File: src/rtl/shift_mult8.sv
// Free-running unsigned WIDTH x WIDTH shift-and-add multiplier.
// Repeats LOAD -> CALC (WIDTH cycles) -> DONE, publishing a 2*WIDTH-bit product every WIDTH+2 cycles.
module shift_mult8 #(
  parameter int WIDTH = 8
) (
  input  logic               clk,
  input  logic               sig,
  input  logic [WIDTH-1:0]   ina,
  input  logic [WIDTH-1:0]   inb,
  output logic [2*WIDTH-1:0] out
);

  localparam int CW = $clog2(WIDTH + 1);
  localparam logic [CW-1:0] LAST = CW'(WIDTH - 1);

  typedef enum logic [1:0] {
    S_LOAD = 2'd0,
    S_CALC = 2'd1,
    S_DONE = 2'd2
  } state_t;

  state_t               r_state;
  state_t               w_next;
  logic [CW-1:0]        r_cnt;
  logic [WIDTH-1:0]     r_mcand;
  logic [2*WIDTH-1:0]   r_acc;
  logic [WIDTH-1:0]     w_addend;
  logic [WIDTH:0]       w_sum;

  // Upper half plus (optionally) the multiplicand; the carry bit is kept and
  // shifted back in so the accumulator never overflows.
  assign w_addend = r_acc[0] ? r_mcand : '0;
  assign w_sum    = {1'b0, r_acc[2*WIDTH-1:WIDTH]} + {1'b0, w_addend};

  always_ff @(posedge clk or posedge sig) begin
    if (sig) r_state <= S_LOAD;
    else     r_state <= w_next;
  end

  always_comb begin
    w_next = r_state;
    case (r_state)
      S_LOAD:  w_next = S_CALC;
      S_CALC:  w_next = (r_cnt == LAST) ? S_DONE : S_CALC;
      S_DONE:  w_next = S_LOAD;
      default: w_next = S_LOAD;
    endcase
  end

  always_ff @(posedge clk or posedge sig) begin
    if (sig) begin
      r_cnt   <= '0;
      r_mcand <= '0;
      r_acc   <= '0;
      out     <= '0;
    end else begin
      case (r_state)
        S_LOAD: begin
          r_mcand <= ina;
          r_acc   <= {{WIDTH{1'b0}}, inb};
          r_cnt   <= '0;
        end
        S_CALC: begin
          r_acc <= {w_sum, r_acc[WIDTH-1:1]};
          r_cnt <= r_cnt + 1'b1;
        end
        S_DONE:  out <= r_acc;
        default: ;
      endcase
    end
  end

endmodule

File: config.mk
export PLATFORM = sky130hd
export DESIGN_NAME = shift_mult8
export DESIGN_NICKNAME = d
export VERILOG_FILES = /design/src/rtl/shift_mult8.sv
export SDC_FILE = /design/constraint.sdc
export NUM_CORES = 1
export LEC_CHECK = 0
export ABC_CLOCK_PERIOD_IN_PS = 4500
export CAP_MARGIN = 20
export CORE_ASPECT_RATIO = 1.75
export CORE_UTILIZATION = 35
export DETAILED_ROUTE_END_ITERATION = 12
export PLACE_DENSITY = 0.57
export REMOVE_ABC_BUFFERS = 1
export SKIP_LAST_GASP = 1
export SLEW_MARGIN = 25
export SYNTH_ARGS = -nofsm -noshare
export SYNTH_HDL_FRONTEND = slang
export SYNTH_SLANG_ARGS = --single-unit
File: constraint.sdc
create_clock -name clk -period 4.5 [get_ports clk]
set_clock_uncertainty 0.1 [all_clocks]
set_input_delay 0.675 -clock clk [delete_from_list [all_inputs] [get_ports clk]]
set_output_delay 0.675 -clock clk [all_outputs]
set_load 0.05 [all_outputs]
# Yosys cells after proc, flatten, opt, wreduce, memory -nomap -nowiden
# Cells that the tools add are included.
# word_totals
reg_bits,46
output_inout_bits,16
word_cells,17
# classes
reduce_logical,2
n_eq_ne,3
addsub,2
muxes,5
# op_table
op,count
$pmux 16 s2,1
$add 8x8->9,1
$mux 8,1
$pmux 4 s2,1
$add 4x1->4 const B,1
$eq 4x3->1 const B,1
$pmux 2 s2,1
$eq 2x1->1 const B,1
$eq 2x2->1 const B,1
$logic_not 2->1,1
$mux 2,1
$reduce_bool 2->1,1

# Depth between registers and ports, before layout
# Gate-level depths: netlist of run 1.
# depth
word_depth,3
ltp_mapped,7

# Worst setup path before layout of run 1
# OpenSTA, ideal clock, no wires.
# synth_timing
kind,reg2reg
startpoint,reg r_acc[0]
endpoint,reg r_acc[14]
setup_time_ps,125
setup_slack_ps,2571
period_less_slack_ps,1929
t_arrival_ps,1705
path_stages_with_launch,7
required_ps,4275
path_cell_list,dfrtp_1 > and2_1 > ha_1 > a211oi_1 > nor2_1 > a41oi_1 > mux2_2
# synth_between
elab_chain_cells,3
# synth_lines
item,line,text
from (decl),26,logic [2*WIDTH-1:0] r_acc;
from (signal assigned),60,"r_acc <= {{WIDTH{1'b0}}, inb};"
from (signal assigned),64,"r_acc <= {w_sum, r_acc[WIDTH-1:1]};"
$mux 8,32,assign w_addend = r_acc[0] ? r_mcand : '0;
$add 8x8->9,33,"assign w_sum = {1'b0, r_acc[2*WIDTH-1:WIDTH]} + {1'b0, w_addend};"
$pmux 16 s2,57,case (r_state)
# Every way passes these cells.
# A chain may end at the register's enable or synchronous reset.

# Worst setup path after layout of run 1
# layout_timing
startpoint,reg out[0]
endpoint,out out[0]
# layout_rtl
item,line,text
from (decl),10,output logic [2*WIDTH-1:0] out
from (signal assigned),67,S_DONE: out <= r_acc;
# No word-level cell between the ends.

==> results of run 1 <==
## layout make-up
cell class | count | area, um^2
inverter | 2 | 7.51
timing repair buffer | 35 | 345
tap | 80 | 100
multi-input combinational | 129 | 1020
sequential | 46 | 1150
clock inverter | 2 | 37.5
clock buffer | 6 | 72.6
fill | 607 | 3450
## per-layer routing
layer / GRT usage [%] / routed length, um
met4: 6.98 / 100
met3: 2.00 / 86
met5: 0 / 0
met2: 23.2 / 2100
met1: 16.0 / 1750
## synthesized netlist by cell type (all sizes together), types with 2 or more instances
cell type   n  share of area (%)
a211oi      2               0.67
a21o        2               0.67
a21oi       4               0.89
a22o        3                1.2
and2        8                2.2
buf         9                3.0
dfrtp      46                 51
ha          9                5.0
inv         2               0.33
mux2       26                 15
mux2i       9                4.0
nand2      22                3.7
nand2b      3                1.2
nand3       2               0.45
nor2        4               0.78
nor3        2               0.45
o21ai      21                4.7
xnor2       5                2.0
## power by group through the flow
stage | clock (mW) | combinational, mW | sequential, mW
2_1_floorplan | 0 | 0.227 | 0.806
3_3_place_gp | 0 | 0.595 | 0.624
3_5_place_dp | 0 | 0.600 | 0.626
4_1_cts | 0.316 | 0.602 | 0.618
5_1_grt | 0.334 | 0.640 | 0.633
6_report | 0.303 | 0.596 | 0.614
## logic make-up (layout without fill, tap and decap cells)
family                   count (synthesis)  in the layout  share of synthesized area (%)
AND/OR/NAND/NOR                         43             43                           9.31
XOR/XNOR                                 5              5                           1.95
AO/OA/AOI/OAI                           36             36                           9.53
flip-flops                              46             46                           51.3
adder cells (fa/ha/maj)                 10             10                           5.91
buffers and inverters                   11             45                           3.29
multiplexers                            35             35                           18.7
## how the worst max path moves through the flow
stage                    startpoint                     to  slack (ns)  depth (start not counted)
4_1_cts          out[0]$_DFFE_PP0N_                 out[0]        2.22                          1
3_3_place_gp   r_acc[0]$_DFFE_PP0P_  r_acc[14]$_DFFE_PP0P_        2.41                          6
6_report         out[0]$_DFFE_PP0N_                 out[0]        2.24                          1
5_1_grt          out[0]$_DFFE_PP0N_                 out[0]        2.19                          1
3_5_place_dp   r_acc[0]$_DFFE_PP0P_  r_acc[14]$_DFFE_PP0P_        2.39                          6
2_1_floorplan  r_acc[0]$_DFFE_PP0P_  r_acc[14]$_DFFE_PP0P_        2.57                          6
## worst reg2reg max path, cell delays in order (launching register included)
cell	delay (ns)
dfrtp_1	0.46
and2_1	0.21
ha_1	0.29
a211oi_1	0.24
nor2_1	0.12
a41oi_1	0.24
mux2_2	0.35
## metrics by stage
| stage | area (um^2) | cells | hold slack (ns) | worst slack, ns | util (%) |
|---|---|---|---|---|---|
| 2_1_floorplan | 2180 | 177 | 0.367 | 2.57 | - |
| 3_3_place_gp | 2620 | 292 | 0.384 | 2.41 | 42.4 |
| 3_5_place_dp | 2620 | 292 | 0.389 | 2.39 | 42.4 |
| 4_1_cts | 2730 | 300 | 0.408 | 2.22 | 44.2 |
| 5_1_grt | 2730 | 300 | 0.424 | 2.19 | 44.2 |
| 6_report | 2730 | 300 | 0.400 | 2.24 | 44.2 |
## flip-flops by register name, indices dropped and copies added (netlist names)
name	cells
out	16
r_acc	16
r_state	2
r_mcand	8
r_cnt	4
==> results.sh, run 1 <==
export IMPL_status="completed"
export IMPL_syn_area_per_cell_um2=12.1
export IMPL_final_hold_violation_count=0
export IMPL_hp_start="r_mcand[4]$_DFFE_PP0P_"
export IMPL_rr_worst_depth=6
export IMPL_power_switching_mw=0.562
export IMPL_cp_end_kind="primary output"
export IMPL_first_iter_violations=35
export IMPL_hold_depth=1
export IMPL_yosys_warnings=0
export IMPL_synth_edf_count=0
export IMPL_ctsResizeCount=0
export IMPL_post_cts_buffers=0
export IMPL_setup_tns_ns=0
export IMPL_layout_common_cells="46 x dfrtp_1, 33 x clkdlybuf4s50_1, 22 x nand2_1"
export IMPL_p_clk_share_pct=20.0
export IMPL_min_to="r_mcand[4]$_DFFE_PP0P_"
export IMPL_required_ns=3.72
export IMPL_drive_above_1_share_pct=16.8
export IMPL_die_height_um=108
export IMPL_insertion_delay_ns=0.30
export IMPL_setup_violations=0
export IMPL_rr_startpoint="r_acc[0]$_DFFE_PP0P_"
export IMPL_final_nets=247
export IMPL_antenna_found_initial=0
export IMPL_worstPathCellList="clkdlybuf4s50_1"
export IMPL_dp_hpwl_mm=2.88
export IMPL_min_period_over_period_pct=50.3
export IMPL_rows=38
export IMPL_avgRoutedWirePerCell_um=13.4
export IMPL_ios=34
export IMPL_max_clock_freq_mhz=442
export IMPL_clkSinkCount=46
export IMPL_crit_arrival_ns=1.49
export IMPL_p_total_mw=1.51
export IMPL_antenna_left=0
export IMPL_htree_levels=2
export IMPL_core_um2=6180
export IMPL_worst_path_dominant_cell_family="buffers and inverters"
export IMPL_vdd_drop_max_uv=252
export IMPL_cts_hold_buf=0
export IMPL_final_common_cell="dfrtp_1"
export IMPL_slew_headroom_pct=51.9
export IMPL_dr_pass1_iters=4
export IMPL_cp_slowest_cell="clkdlybuf4s50_1"
export IMPL_grt_max_degree=47
export IMPL_seq_area_frac_synth_pct=51.3
export IMPL_worst_pin_slew_ns=0.721
export IMPL_start_util_pct=36.3
export IMPL_pwr_density_cell_nw_per_um2=553
export IMPL_cp_start_kind="flip-flop"
export IMPL_crit_type="reg -> out"
export IMPL_power_leakage_nw=1.15
export IMPL_synth_ff_type="dfrtp_1"
export IMPL_rsz0062_at_grt="false"
export IMPL_grt_pass1_vias=1448
export IMPL_combPwrFrac_pct=39.4
export IMPL_overflow=0
export IMPL_ys_ff_latch=46
export IMPL_cts_root_buf="clkbuf_8"
export IMPL_viasPerCell=4.80
export IMPL_dieArea_um2=6750
export IMPL_drt_total_wl_mm=4.03
export IMPL_async_flop_share_pct=100
export IMPL_track_usage_pct=13.4
export IMPL_tritoncts="yes"
export IMPL_diodes=0
export IMPL_intPower_mw=0.950
export IMPL_syn_area_um2=2240
export IMPL_seq_power_share_pct=40.6
export IMPL_max_cap_violations=0
export IMPL_cts_buffers=5
export IMPL_swShare_pct=37.2
export IMPL_io_buffers=33
export IMPL_dr_total_vias=1441
export IMPL_cp_slowest_stage_delay_ns=0.83
export IMPL_route_detailed_drc=0
export IMPL_place_gp_congestion=0.730
export IMPL_rrSetupSlack_ns=2.37
export IMPL_path_buf_inv=1
export IMPL_postSynthCellCount=186
export IMPL_ys_types=30
export IMPL_drv_slew=0
export IMPL_area_growth_pct=21.8
export IMPL_min_path_type="reg -> reg"
export IMPL_crit_fanout=2
export IMPL_clk_path_buf_depth=2
export IMPL_clkSlewWorstSetupHoldPaths_ns=0.08
export IMPL_die_w_um=62.5
export IMPL_timing_rr_end="r_acc[14]$_DFFE_PP0P_"
export IMPL_grt_pass1_wl_mm=7.00
export IMPL_fin_crit_ns=2.26
Note: power is estimated with default switching activity, not from simulation.
==> inputs of run 2 (changes only) <==
--- a/config.mk
+++ b/config.mk
@@ -5,12 +5,12 @@
 export SDC_FILE = /design/constraint.sdc
 export NUM_CORES = 1
 export LEC_CHECK = 0
-export ABC_CLOCK_PERIOD_IN_PS = 4500
+export ABC_CLOCK_PERIOD_IN_PS = 2009
 export CAP_MARGIN = 20
 export CORE_ASPECT_RATIO = 1.75
 export CORE_UTILIZATION = 35
 export DETAILED_ROUTE_END_ITERATION = 12
-export PLACE_DENSITY = 0.57
+export PLACE_DENSITY = 0.59
 export REMOVE_ABC_BUFFERS = 1
 export SKIP_LAST_GASP = 1
 export SLEW_MARGIN = 25
==> constraint.sdc (replaced) <==
create_clock -name clk -period 2.01 [get_ports clk]
set_clock_uncertainty 0.1 [all_clocks]
set_input_delay 0.3015 -clock clk [delete_from_list [all_inputs] [get_ports clk]]
set_output_delay 0.3015 -clock clk [all_outputs]
set_load 0.05 [all_outputs]
==> run 2 against run 1 <==
- total power up 120%
- clock power rose by 87%
- critical path depth rose by 6
- final cell count is 4.3% higher
- combinational power up 140%
- final area grew 5.1%
- critical endpoint is now r_acc[14]$_DFFE_PP0P_
- highest routed layer unchanged
==> results.sh, run 2 (synthesis results as in run 1) <==
export IMPL_status="completed"
export IMPL_fillCellCount=592
export IMPL_cp_start_kind="flip-flop"
export IMPL_worstPathCellList="buf_4, and2_1, ha_1, nand2_1, o21ai_1, a41oi_2, mux2_2"
export IMPL_clkSlewWorstSetupHoldPaths_ns=0.09
export IMPL_track_usage_pct=13.9
export IMPL_cts_buffers=5
export IMPL_setup_tns_ns=0
export IMPL_grt_max_degree=47
export IMPL_final_hold_violation_count=0
export IMPL_cts_root_buf="clkbuf_8"
export IMPL_core_um2=6180
export IMPL_ios=34
export IMPL_insertion_delay_ns=0.30
export IMPL_rows=38
export IMPL_vdd_drop_max_uv=419
export IMPL_cp_slowest_stage_delay_ns=0.43
export IMPL_drive_above_1_share_pct=27.0
export IMPL_htree_levels=2
export IMPL_power_leakage_nw=1.21
export IMPL_crit_arrival_ns=2.04
export IMPL_first_iter_violations=47
export IMPL_critical_path_startpoint="r_acc[0]$_DFFE_PP0P_"
export IMPL_drt_total_wl_mm=4.20
export IMPL_rrSetupSlack_ns=0.06
export IMPL_placed_area_um2=2710
export IMPL_io_buffers=33
export IMPL_tritoncts="yes"
export IMPL_overflow=0
export IMPL_min_period_over_period_pct=96.8
export IMPL_seqCellArea_um2=1150
export IMPL_area_growth_pct=28.0
export IMPL_antenna_left=0
export IMPL_drv_slew=0
export IMPL_worst_path_dominant_cell_family="flip-flops"
export IMPL_start_util_pct=36.3
export IMPL_diodes=0
export IMPL_setup_violations=0
export IMPL_timing_rr_end="r_acc[14]$_DFFE_PP0P_"
export IMPL_clkSinkCount=46
export IMPL_rr_startpoint="r_acc[0]$_DFFE_PP0P_"
export IMPL_max_cap_violations=0
export IMPL_die_w_um=62.5
export IMPL_dr_total_vias=1471
export IMPL_dp_hpwl_mm=3.02
export IMPL_route_detailed_drc=0
export IMPL_postLayoutCellArea_um2=2870
export IMPL_avgRoutedWirePerCell_um=13.4
export IMPL_dr_pass1_iters=4
export IMPL_slew_headroom_pct=66.9
export IMPL_required_ns=2.10
export IMPL_dieArea_um2=6750
export IMPL_layout_common_cells="46 x dfrtp_1, 30 x clkdlybuf4s50_1, 22 x nand2_1"
export IMPL_grt_pass1_vias=1575
export IMPL_die_height_um=108
export IMPL_fin_crit_ns=1.95
export IMPL_final_nets=260
export IMPL_path_buf_inv=1
export IMPL_viasPerCell=4.70
export IMPL_crit_type="reg -> reg"
export IMPL_cp_slowest_cell="dfrtp_1"
export IMPL_clk_path_buf_depth=2
export IMPL_min_path_type="in -> async"
export IMPL_top_regs="out: 16 flops, r_acc: 16 flops, r_mcand: 8 flops"
export IMPL_rr_worst_depth=7
export IMPL_antenna_found_initial=0
export IMPL_max_clock_freq_mhz=514
export IMPL_crit_fanout=6
export IMPL_pwr_density_cell_nw_per_um2=1180
export IMPL_cp_end_kind="flip-flop"
export IMPL_grt_pass1_wl_mm=7.27
export IMPL_place_gp_congestion=0.699
export IMPL_worst_pin_slew_ns=0.495
export IMPL_final_common_cell="dfrtp_1"
export IMPL_p_total_mw=3.39
export IMPL_multi_input_area_um2=1080
run 2: timing repair:
item / CTS / global route
hold endpoints to repair: 0 / 0
hold buffers: 0 / 0
pin swaps: 0 / 1
resized for setup: 1 / 10
buffers inserted: 1 / 1
setup endpoints to repair: 1 / 4
run 2: cell type report:
cell class	count	share of cell area, %
multi-input combinational	129	37.5
tap	80	3.48
clock inverter	3	0.740
sequential	46	40.1
timing repair buffer	48	15.6
clock buffer	5	2.40
inverter	2	0.261
run 2: metal layers:
| layer | vias to the layer above | GRT usage (%) | routed length [um] |
|---|---|---|---|
| met4 | 0 | 6.48 | 86 |
| li1 | 742 | - | - |
| met3 | 5 | 2.53 | 90 |
| met5 | - | 0 | 0 |
| met2 | 24 | 25.1 | 2250 |
| met1 | 700 | 15.8 | 1770 |
run 2: metrics by stage:
stage | hold WS, ns | instances | util, % | setup slack, ns
floorplan | 0.353 | 177 | - | 0.0808
global placement | 0.383 | 303 | 43.9 | 0.0132
detailed placement | 0.389 | 303 | 43.9 | -0.0199
CTS | 0.240 | 312 | 45.6 | 0.00908
global route | 0.261 | 313 | 46.5 | -0.000354
finish | 0.231 | 313 | 46.5 | 0.0633
run 2: worst max path at each step:
stage / slack (ns) / cells past startpoint / endpoint
4_1_cts: 0.009 / 6 / r_acc[14]$_DFFE_PP0P_
2_1_floorplan: 0.08 / 6 / r_acc[14]$_DFFE_PP0P_
3_3_place_gp: 0.01 / 6 / r_acc[14]$_DFFE_PP0P_
5_1_grt: -0.0004 / 7 / r_acc[14]$_DFFE_PP0P_
3_5_place_dp: -0.02 / 6 / r_acc[14]$_DFFE_PP0P_
6_report: 0.06 / 7 / r_acc[14]$_DFFE_PP0P_
run 2: power by group:
group / switching (mW) / leakage [nW] / internal [mW] / total [mW]
combinational: 0.811 / 0.616 / 0.633 / 1.44
sequential: 0.190 / 0.550 / 1.19 / 1.38
clock: 0.322 / 0.0441 / 0.245 / 0.566
run 2: tightest hold or removal path, stage by stage:
cell	delay, ns
clkdlybuf4s50_1	0.40
clkinv_1	0.07
buf_12	0.24
==> inputs of run 3 (changes only) <==
--- a/config.mk
+++ b/config.mk
@@ -9,6 +9,7 @@
 export CAP_MARGIN = 20
 export CORE_ASPECT_RATIO = 1.75
 export CORE_UTILIZATION = 35
+export CTS_BUF_LIST = sky130_fd_sc_hd__clkbuf_16
 export DETAILED_ROUTE_END_ITERATION = 12
 export PLACE_DENSITY = 0.59
 export REMOVE_ABC_BUFFERS = 1
==> run 3 against run 2 <==
- register-to-register slack is essentially flat
- utilization up 0.91 points
- fmax grew 0.31%
- hold slack improved by 0.015 ns
- combinational power is essentially flat
- critical endpoint unchanged
- clock-buffer cell count unchanged
- critical path depth unchanged
==> results.sh, run 3 (synthesis results as in run 1) <==
export IMPL_status="completed"
export IMPL_power_leakage_nw=1.24
export IMPL_place_gp_congestion=0.699
export IMPL_route_detailed_drc=0
export IMPL_rows=38
export IMPL_rsz0062_at_grt="false"
export IMPL_drive_above_1_share_pct=27.0
export IMPL_multi_input_area_um2=1080
export IMPL_required_ns=2.09
export IMPL_fillCellCount=578
export IMPL_cp_slowest_stage_delay_ns=0.42
export IMPL_fin_cells=313
export IMPL_pwr_density_cell_nw_per_um2=1240
export IMPL_grt_pass1_vias=1593
export IMPL_min_period_over_period_pct=96.5
export IMPL_final_common_cell="dfrtp_1"
export IMPL_crit_arrival_ns=2.02
export IMPL_die_w_um=62.5
export IMPL_path_buf_inv=1
export IMPL_diodes=0
export IMPL_dp_hpwl_mm=3.02
export IMPL_dr_total_vias=1480
export IMPL_placed_cells=303
export IMPL_post_route_util_pct=47.4
export IMPL_viasPerCell=4.73
export IMPL_top_regs="out: 16 flops, r_acc: 16 flops, r_mcand: 8 flops"
export IMPL_vdd_drop_max_uv=428
export IMPL_core_um2=6180
export IMPL_slew_headroom_pct=66.9
export IMPL_cp_start_kind="flip-flop"
export IMPL_avgRoutedWirePerCell_um=13.6
export IMPL_cts_root_buf="clkbuf_16"
export IMPL_htree_levels=2
export IMPL_clkSlewWorstSetupHoldPaths_ns=0.07
export IMPL_antenna_left=0
export IMPL_crit_type="reg -> reg"
export IMPL_worst_path_dominant_cell_family="flip-flops"
export IMPL_worst_pin_slew_ns=0.495
export IMPL_overflow=0
export IMPL_final_nets=260
export IMPL_first_iter_violations=32
export IMPL_rrSetupSlack_ns=0.07
export IMPL_clk_path_buf_depth=2
export IMPL_drt_total_wl_mm=4.26
export IMPL_worstPathCellList="buf_4, and2_1, ha_1, nand2_1, o21ai_1, a41oi_2, mux2_2"
export IMPL_dr_pass1_iters=4
export IMPL_drv_slew=0
export IMPL_start_util_pct=36.3
export IMPL_track_usage_pct=14.2
export IMPL_dieArea_um2=6750
export IMPL_final_hold_violation_count=0
export IMPL_cts_buffers=5
export IMPL_antenna_found_initial=0
export IMPL_timing_rr_end="r_acc[14]$_DFFE_PP0P_"
export IMPL_setup_tns_ns=0
export IMPL_max_clock_freq_mhz=515
export IMPL_setup_violations=0
export IMPL_rr_startpoint="r_acc[0]$_DFFE_PP0P_"
export IMPL_io_buffers=33
export IMPL_layout_common_cells="46 x dfrtp_1, 30 x clkdlybuf4s50_1, 22 x nand2_1"
export IMPL_grt_pass1_wl_mm=7.30
export IMPL_crit_fanout=6
export IMPL_max_cap_violations=0
export IMPL_cp_slowest_cell="dfrtp_1"
export IMPL_ios=34
export IMPL_insertion_delay_ns=0.29
export IMPL_grt_max_degree=47
export IMPL_fin_crit_ns=1.94
export IMPL_seqCellArea_um2=1150
export IMPL_rr_worst_depth=7
export IMPL_cp_end_kind="flip-flop"
export IMPL_tritoncts="yes"
export IMPL_area_growth_pct=30.5
export IMPL_clkSinkCount=46
export IMPL_min_path_type="in -> async"
export IMPL_die_height_um=108
run 3: layout make-up:
| cell class | count | area share [%] |
|---|---|---|
| clock inverters | 3 | 0.726 |
| multi-input cells | 129 | 36.7 |
| inverters | 2 | 0.256 |
| well taps | 80 | 3.42 |
| clock buffers | 5 | 4.27 |
| flip-flops and latches | 46 | 39.3 |
| repair buffers | 48 | 15.3 |
run 3: tightest hold or removal path: stages:
cell	delay, ns
clkdlybuf4s50_1	0.40
clkinv_1	0.07
buf_12	0.24
run 3: worst max path at each step:
stage | start | to | slack (ns) | cells after the start
5_1_grt | r_acc[0]$_DFFE_PP0P_ | r_acc[14]$_DFFE_PP0P_ | 0.004 | 7
2_1_floorplan | r_acc[0]$_DFFE_PP0P_ | r_acc[14]$_DFFE_PP0P_ | 0.08 | 6
6_report | r_acc[0]$_DFFE_PP0P_ | r_acc[14]$_DFFE_PP0P_ | 0.07 | 7
3_3_place_gp | r_acc[0]$_DFFE_PP0P_ | r_acc[14]$_DFFE_PP0P_ | 0.01 | 6
4_1_cts | r_acc[0]$_DFFE_PP0P_ | r_acc[14]$_DFFE_PP0P_ | 0.01 | 6
3_5_place_dp | r_acc[0]$_DFFE_PP0P_ | r_acc[14]$_DFFE_PP0P_ | -0.02 | 6
run 3: report_power, final:
part / internal, mW / switching, mW
Combinational: 0.633 / 0.813
Clock: 0.460 / 0.353
Sequential: 1.19 / 0.191
run 3: through the flow:
stage	hold WS (ns)	cell area [um^2]	worst slack [ns]	total power [mW]
6_report	0.246	2930	0.0694	3.64
3_5_place_dp	0.389	2710	-0.0199	2.79
3_3_place_gp	0.383	2710	0.0132	2.77
4_1_cts	0.264	2870	0.0114	3.62
2_1_floorplan	0.353	2180	0.0808	2.31
5_1_grt	0.293	2930	0.00407	3.86
run 3: timing repair:
action / 4_1_cts / 5_1_grt
hold buffers: 0 / 0
gates resized for setup: 1 / 10
endpoints found under the setup margin: 1 / 4
pin swaps: 0 / 1
buffers inserted: 1 / 1
run 3: layer usage:
metal,track usage [%],part of all wire (%),vias to the layer above,wire length (um)
li1,-,-,742,-
met2,25.7,53,24,2260
met3,2.53,2.3,7,96
met1,15.5,42,707,1790
met5,0,0,-,0
met4,7.97,2.5,0,107
